==> config.mk <==
export PLATFORM = sky130hd
export DESIGN_NAME = waveform_pwm_dac
export DESIGN_NICKNAME = d
export VERILOG_FILES = /design/src/rtl/wfg_pkg.sv /design/src/rtl/pwm_amplitude_scaler.sv /design/src/rtl/waveform_pwm_dac.sv
export SDC_FILE = /design/constraint.sdc
export NUM_CORES = 1
export LEC_CHECK = 0
export CAP_MARGIN = 20
export CORE_MARGIN = 1
export CORE_UTILIZATION = 35
export DETAILED_ROUTE_END_ITERATION = 8
export PLACE_DENSITY_LB_ADDON = 0.12
export SYNTH_ARGS = -nofsm -noshare
export SYNTH_HDL_FRONTEND = slang
export SYNTH_SLANG_ARGS = --single-unit
==> constraint.sdc <==
create_clock -name clk -period 6.4 [get_ports clk]
set_input_delay 1.28 -clock clk [delete_from_list [all_inputs] [get_ports clk]]
set_output_delay 1.28 -clock clk [all_outputs]
set_load 0.1 [all_outputs]
==> src/rtl/wfg_pkg.sv <==
// Shared definitions for the waveform generator and its PWM output stage.
package wfg_pkg;

    // Default sample/duty width; the PWM period is 2^WIDTH-1 cycles.
    localparam int WFG_WIDTH = 8;

    // Last counter value of a PWM period at the default width.
    localparam int PERIOD_LAST = (2 ** WFG_WIDTH) - 2;

    // Gain code that represents a gain of exactly 1.0.
    localparam logic [4:0] AMP_UNITY = 5'd16;

    // PWM output stage states.
    typedef enum logic [1:0] {
        IDLE,
        RUN,
        DRAIN
    } state_t;

    // Waveform generator function codes.
    typedef enum logic [1:0] {
        FUNC_SINE,
        FUNC_SQUARE,
        FUNC_TRIANGLE,
        FUNC_SAW
    } func_t;

endpackage

==> src/rtl/pwm_amplitude_scaler.sv <==
// Combinational gain stage: clamp the gain code to unity, multiply, drop 4 fraction bits.
module pwm_amplitude_scaler
    import wfg_pkg::*;
#(
    parameter int WIDTH = WFG_WIDTH
) (
    input  logic [WIDTH-1:0] value,
    input  logic [4:0]       amplitude,
    output logic [WIDTH-1:0] scaled
);

    logic [4:0]       gain;
    logic [WIDTH+4:0] product;

    // Gains above unity are clamped, so the shifted product always fits in WIDTH bits.
    assign gain    = (amplitude > AMP_UNITY) ? AMP_UNITY : amplitude;
    assign product = (WIDTH+5)'(value) * (WIDTH+5)'(gain);
    assign scaled  = WIDTH'(product >> 4);

endmodule

==> src/rtl/waveform_pwm_dac.sv <==
// PWM output stage: latches a gain-scaled sample at each period boundary and
// drives a single-bit PWM signal for an external RC reconstruction filter.
module waveform_pwm_dac
    import wfg_pkg::*;
#(
    parameter int WIDTH = WFG_WIDTH
) (
    input  logic             clk,
    input  logic             rst,
    input  logic             en,
    input  logic [WIDTH-1:0] sample,
    input  logic             sample_valid,
    input  logic [4:0]       amplitude,
    output logic             pwm_out,
    output logic             period_start,
    output logic [WIDTH-1:0] duty,
    output logic             busy
);

    localparam logic [WIDTH-1:0] CNT_LAST = WIDTH'((2 ** WIDTH) - 2);

    state_t           state, state_nxt;
    logic [WIDTH-1:0] cnt, cnt_nxt;
    logic [WIDTH-1:0] duty_nxt;
    logic [WIDTH-1:0] pending, next_pending;
    logic [WIDTH-1:0] scaled;
    logic             load;

    // A sample arriving on the load edge itself is used straight away.
    assign next_pending = sample_valid ? sample : pending;

    pwm_amplitude_scaler #(.WIDTH(WIDTH)) u_scaler (
        .value     (next_pending),
        .amplitude (amplitude),
        .scaled    (scaled)
    );

    // Next-state logic: period sequencing, duty load decision and counter advance.
    always_comb begin
        // NOTE: every output of this block gets a default first so no latch is inferred.
        state_nxt = state;
        cnt_nxt   = cnt + 1'b1;
        duty_nxt  = duty;
        load      = 1'b0;
        case (state)
            IDLE: begin
                cnt_nxt = '0;
                if (en) begin
                    state_nxt = RUN;
                    load      = 1'b1;
                end
            end
            RUN, DRAIN: begin
                if (cnt == CNT_LAST) begin
                    cnt_nxt = '0;
                    if (en) begin
                        state_nxt = RUN;
                        load      = 1'b1;
                    end else begin
                        state_nxt = IDLE;
                        duty_nxt  = '0;
                    end
                end else begin
                    // Dropping en lets the current period finish; raising it again resumes seamlessly.
                    state_nxt = en ? RUN : DRAIN;
                end
            end
            default: begin
                state_nxt = IDLE;
                cnt_nxt   = '0;
            end
        endcase
        if (load) begin
            duty_nxt = scaled;
        end
    end

    // State, counter, duty and period strobe registers.
    always_ff @(posedge clk) begin
        // NOTE: sequential state uses non-blocking assignments so all registers update together.
        if (rst) begin
            state        <= IDLE;
            cnt          <= '0;
            duty         <= '0;
            period_start <= 1'b0;
        end else begin
            state        <= state_nxt;
            cnt          <= cnt_nxt;
            duty         <= duty_nxt;
            period_start <= load;
        end
    end

    // Pending sample register: last valid sample wins, kept across period loads.
    always_ff @(posedge clk) begin
        if (rst) begin
            pending <= '0;
        end else if (sample_valid) begin
            pending <= sample;
        end
    end

    // Outputs are decoded from registers only; duty is zero whenever idle.
    assign busy    = (state != IDLE);
    assign pwm_out = busy && (cnt < duty);

endmodule

-- After elaboration in Yosys (flattened, before gate mapping)
Cells that the tools add are included.
- bitwise gates (word level): 1
- order comparisons: 2
- muxes and demuxes: 14
- equality and inequality tests: 5
- reduce and logical (&&, ||, !) cells: 8
- multipliers: 1
- add/subtract/negate cells: 1
- operator list (kind ; count):
    2-to-1 mux 8 bit ; 5
    multiplier 8 x 5 -> 12 bit ; 1
    adder 8 x 1 -> 8 bit, second input constant ; 1
    == test 8 bit, second input constant ; 1
    < comparator 8 bit ; 1
    2-to-1 mux 2 bit ; 3
    nonzero test 2 bit ; 3
    greater-than comparator 5 bit, second input constant ; 1
    2-to-1 mux 5 bit ; 1
    one-hot mux 2 bit (2 select lines) ; 1
    2-to-1 mux 1 bit ; 3
    AND reduction 3 bit ; 1
    OR reduction 3 bit ; 1
    == test 2 x 1 -> 1 bit, second input constant ; 1
    == test 2 bit, second input constant ; 1
    zero test 2 bit ; 1
    != test 2 x 1 -> 1 bit, second input constant ; 1
    != test 2 bit, second input constant ; 1
    one-hot mux 1 bit (2 select lines) ; 1
    OR reduction 2 bit ; 1
    logical AND 1 bit ; 1
    NOT 1 bit ; 1
- bits of input ports: 17
- output and inout port bits: 11
- register bits: 27

-- Longest topological paths before layout
- depth after elaboration: 5
- depth in mapped cells: 16

-- Hierarchy
From an unflattened synthesis, not the netlist that was laid out.
- cells, all modules: 257
- area, all modules: 2362.3 um^2
- modules (own cells, without submodules) (module ; area each (um^2) ; cells each ; sequential area each (um^2) ; times used):
    waveform_pwm_dac ; 1226.2 ; 121 ; 540.5 ; 1
    pwm_amplitude_scaler ; 1136.1 ; 136 ; 0.0 ; 1

-- Least setup slack after synthesis
No wires, ideal clock.
- path kind: reg2out
- start: reg duty[7]
- end: out pwm_out
- data required time: 5.120 ns
- arrival: 4.868 ns
- buffers on the path: 0
- setup slack: 0.252 ns
- cell stages (with the launch flop): 4
- cell sequence: dfxtp_1 inv_1 ha_1 o311ai_0
- longest elaborated chain between the ends: 2
- ends and longest elaborated chain (element ; line ; RTL):
    from (decl) ; waveform_pwm_dac.sv:16 ; output logic [WIDTH-1:0] duty,
    from (signal assigned) ; waveform_pwm_dac.sv:89 ; duty <= duty_nxt;
    < comparator 8 bit ; waveform_pwm_dac.sv:105 ; assign pwm_out = busy && (cnt < duty);
    logical AND 1 bit ; waveform_pwm_dac.sv:105 ;
    to (decl) ; waveform_pwm_dac.sv:14 ; output logic pwm_out,
Every way passes these cells.

-- Worst setup path after layout
- start: in sample_valid
- end: reg duty[3]
- longest elaborated chain between the ends: 3
- ends and longest elaborated chain (element ; line ; RTL):
    from (decl) ; waveform_pwm_dac.sv:12 ; input logic sample_valid,
    2-to-1 mux 8 bit ; - ;
    multiplier 8 x 5 -> 12 bit ; pwm_amplitude_scaler.sv:17 ; assign product = (WIDTH+5)'(value) * (WIDTH+5)'(gain);
    2-to-1 mux 8 bit ; waveform_pwm_dac.sv:73 ; if (load) begin
Every way passes these cells.
A chain may end at the register's enable or synchronous reset.

==> results by group <==
Finish
  • Final nets: 357
  • Filler cell count: approximately 650
  • Post-route cell area: 2795 um2
  • Share of layout cells above drive strength 1: 0.08503
  • Commonest non-fill, non-tap cell in the layout: nor2_1
  • Antenna fix cells: 0
  • Synth-to-layout area growth: 18.20%
  • Most frequent cells in the layout: 42 x nor2_1, 34 x inv_1, 29 x ha_1, 27 x dfxtp_1, 27 x clkdlybuf4s50_1

Floorplan
  • Initial Utilization: 0.3682
  • Die Ht: about 84 um
  • Row count: 29
  • Die area: about 7100 um2
  • I/O pin total: 28
  • Core ar.: about 6400 um2
  • Die Span X: 84.20 um

Synthesis
  • Post-synth EDFFs: 0
  • Avg Cell Area, Syn: around 9 um2
  • Ys flop type: dfxtp_1
  • Top-area cell type share of the netlist area: 0.2286
  • Ys Warns: 0
  • Top cells by area, synth: dfxtp_1 23%, ha_1 15%, fa_1 14%
  • Register area share after synthesis: 0.2286
  • Largest area contributor in the netlist: dfxtp_1
  • Mapped cell area: about 2400 um2
  • Mapped Nets: approximately 330
  • FFs w/ async S/R, synth: 0
  • Seq cells post-synth: 27
  • Post-synth cell types: 45
  • Cells after synthesis: approximately 260

Place
  • DP Area: roughly 2700 um2
  • GPL Wtd Cong: a little over 0.8
  • I/O Buffers: 27
  • Hpwl dp: approximately 4.2 mm

Setup path
  • Depth of the most critical reg-to-reg path: 12
  • CP Launch Type: primary input
  • Crit Path Max Fanout: 9
  • CP arrival: 5.84 ns
  • CP Capture Type: flop
  • CP Class: primary input to flop
  • WP data required: about 6.6 ns

Clock network
  • Clock slew at reported path FFs: around 0.10 ns
  • CTS Buffer Depth: 2
  • CTS sink count: 27
  • Num CTS Buffers: 3
  • Clock root cell: clkbuf_8
  • Clk_lat worst skew: ~0.28 ns
  • CTS tree: built
  • Postcts setup bufs: 0
  • Hold Buf Count CTS: 0
  • Post-CTS Resized: 0
  • # H-tree levels: 1

Drt
  • Final ANT Viol Nets: 0
  • Total number of vias: about 1.8k
  • Vias per inst: about 4.8
  • DR DRC count: 2
  • Starting DRC count in detailed routing: between 40 and 50
  • Drt pass-1 iters: 6
  • Routed wire per std cell: around 13 um
  • Final wirelength: 4.904 mm

Min path
  • WHS Path Cells: 1
  • Hold Crit Class: flop to flop

Global routing
  • Largest net degree at the start of global routing: 17
  • Vias in the first global route: between 1.5k and 2k
  • First-pass GRT wire length: around 8.8 mm
  • GRT overflow: 0
  • Antenna violations before repair: 0
  • GRT Util Overall: 0.1555

Timing
  • Slew Limit Fails: 0
  • Worst Skew: 0.007854 ns
  • RSZ-0062 raised after global routing: no
  • Measured slew at the worst slew-check pin: between 0.9 and 1 ns
  • # setup viols final: 0
  • Minimum clock period: roughly 5.7 ns
  • Final hold viol count: 0
  • Max_slew headroom: 0.3521
  • Final worst-path cycle share: 0.8850
  • Hold Slack: approximately 0.49 ns
  • Fmax: about 180 MHz
  • TNS Setup: 0 ns

Run
  • MaxCap Viol Count: 0

Power
  • PwrDens: around 180 nW/um2
  • Final Power: between 0.5 and 0.6 mW
  • Static Leak: ~1.2 nW
  • Peak VDD IR: around 0.052 mV

Status
  • Outcome: finished with violations
  • Failing checks: DRC
cells in the mapped netlist (2+ instances only):
cell and instances:
o21ai_1 2, fa_1 16, dfxtp_1 27, nor2_1 42, a32o_1 3, a22o_1 5, or3_1 2, nor3_1 2
or2_2 5, nor2b_1 5, a21oi_1 5, xor2_1 5, o21ai_0 6, clkbuf_1 5, inv_1 34, a21o_1 4
nand3_1 7, nand2_1 8, mux2i_1 6, nand2b_1 12, xnor2_1 9, mux2i_4 2, ha_1 29
state kept, by name, indices dropped and copies added, names as in the netlist:
register and cells:
period_start 1, state 2, pending 8, duty 8
cnt 8
critical path, stage by stage:
cell and delay (ns):
clkdlybuf4s50_1 0.85, mux2i_4 0.46, or2_2 0.19, fa_1 0.44, fa_1 0.52, fa_1 0.55
inv_1 0.04, ha_1 0.33, a21o_1 0.23, o21ai_4 0.24, a21boi_1 0.12, or3_1 0.32
a32o_1 0.25
per-stage QoR:
stage / utilization / cells / setup WS, ns
final: 0.4352 / 371 / 0.7363
after global routing: 0.4352 / 371 / 0.5315
after CTS: 0.4352 / 371 / 0.7350
after detailed placement: 0.4276 / 367 / 0.4276
after global placement: 0.4276 / 367 / 0.4344
after floorplan: - / 263 / 0.2516
where the power goes:
group	internal (mW)	total (mW)	switching [mW]
sequential	0.178	0.185	0.00719
combinational	0.0801	0.220	0.139
clock	0.0443	0.100	0.0559
total	0.303	0.505	0.203
metal layers:
layer,vias to the layer above,global-route usage,share of wire
met3,5,0.01377,0.018
met4,0,0.04859,0.014
li1,933,-,-
met2,20,0.2578,0.46
met5,-,0,0
met1,834,0.2149,0.50
cells by family (layout without fill, tap and decap cells):
group / Yosys count / in the layout / share of synthesized area
buf+inv: 40 / 71 / 0.06667
xor+xnor: 14 / 14 / 0.05185
fa+ha+maj: 45 / 45 / 0.2889
flops: 27 / 27 / 0.2286
simple gates: 93 / 93 / 0.2005
mux: 9 / 9 / 0.04921
compound gates: 35 / 35 / 0.1143
worst paths after layout:
check / from / to / slack [ns]
worst max-delay path: sample_valid / duty[3] / 0.74
worst min-delay path: cnt[0] / cnt[0] / 0.49
worst max register to register: pending[1] / duty[3] / 2.39
worst min register to register: cnt[0] / cnt[0] / 0.49
layout make-up:
class | count | area, um2 | area share
repair buffers | 33 | 315.3 | 0.1128
clock inverters | 1 | 7.507 | 0.002686
well taps | 77 | 96.34 | 0.03447
flip-flops and latches | 27 | 540.5 | 0.1934
inverters | 34 | 127.6 | 0.04566
clock buffers | 3 | 41.29 | 0.01477
multi-input cells | 196 | 1667 | 0.5962
Power figures use the tool's default switching activity.
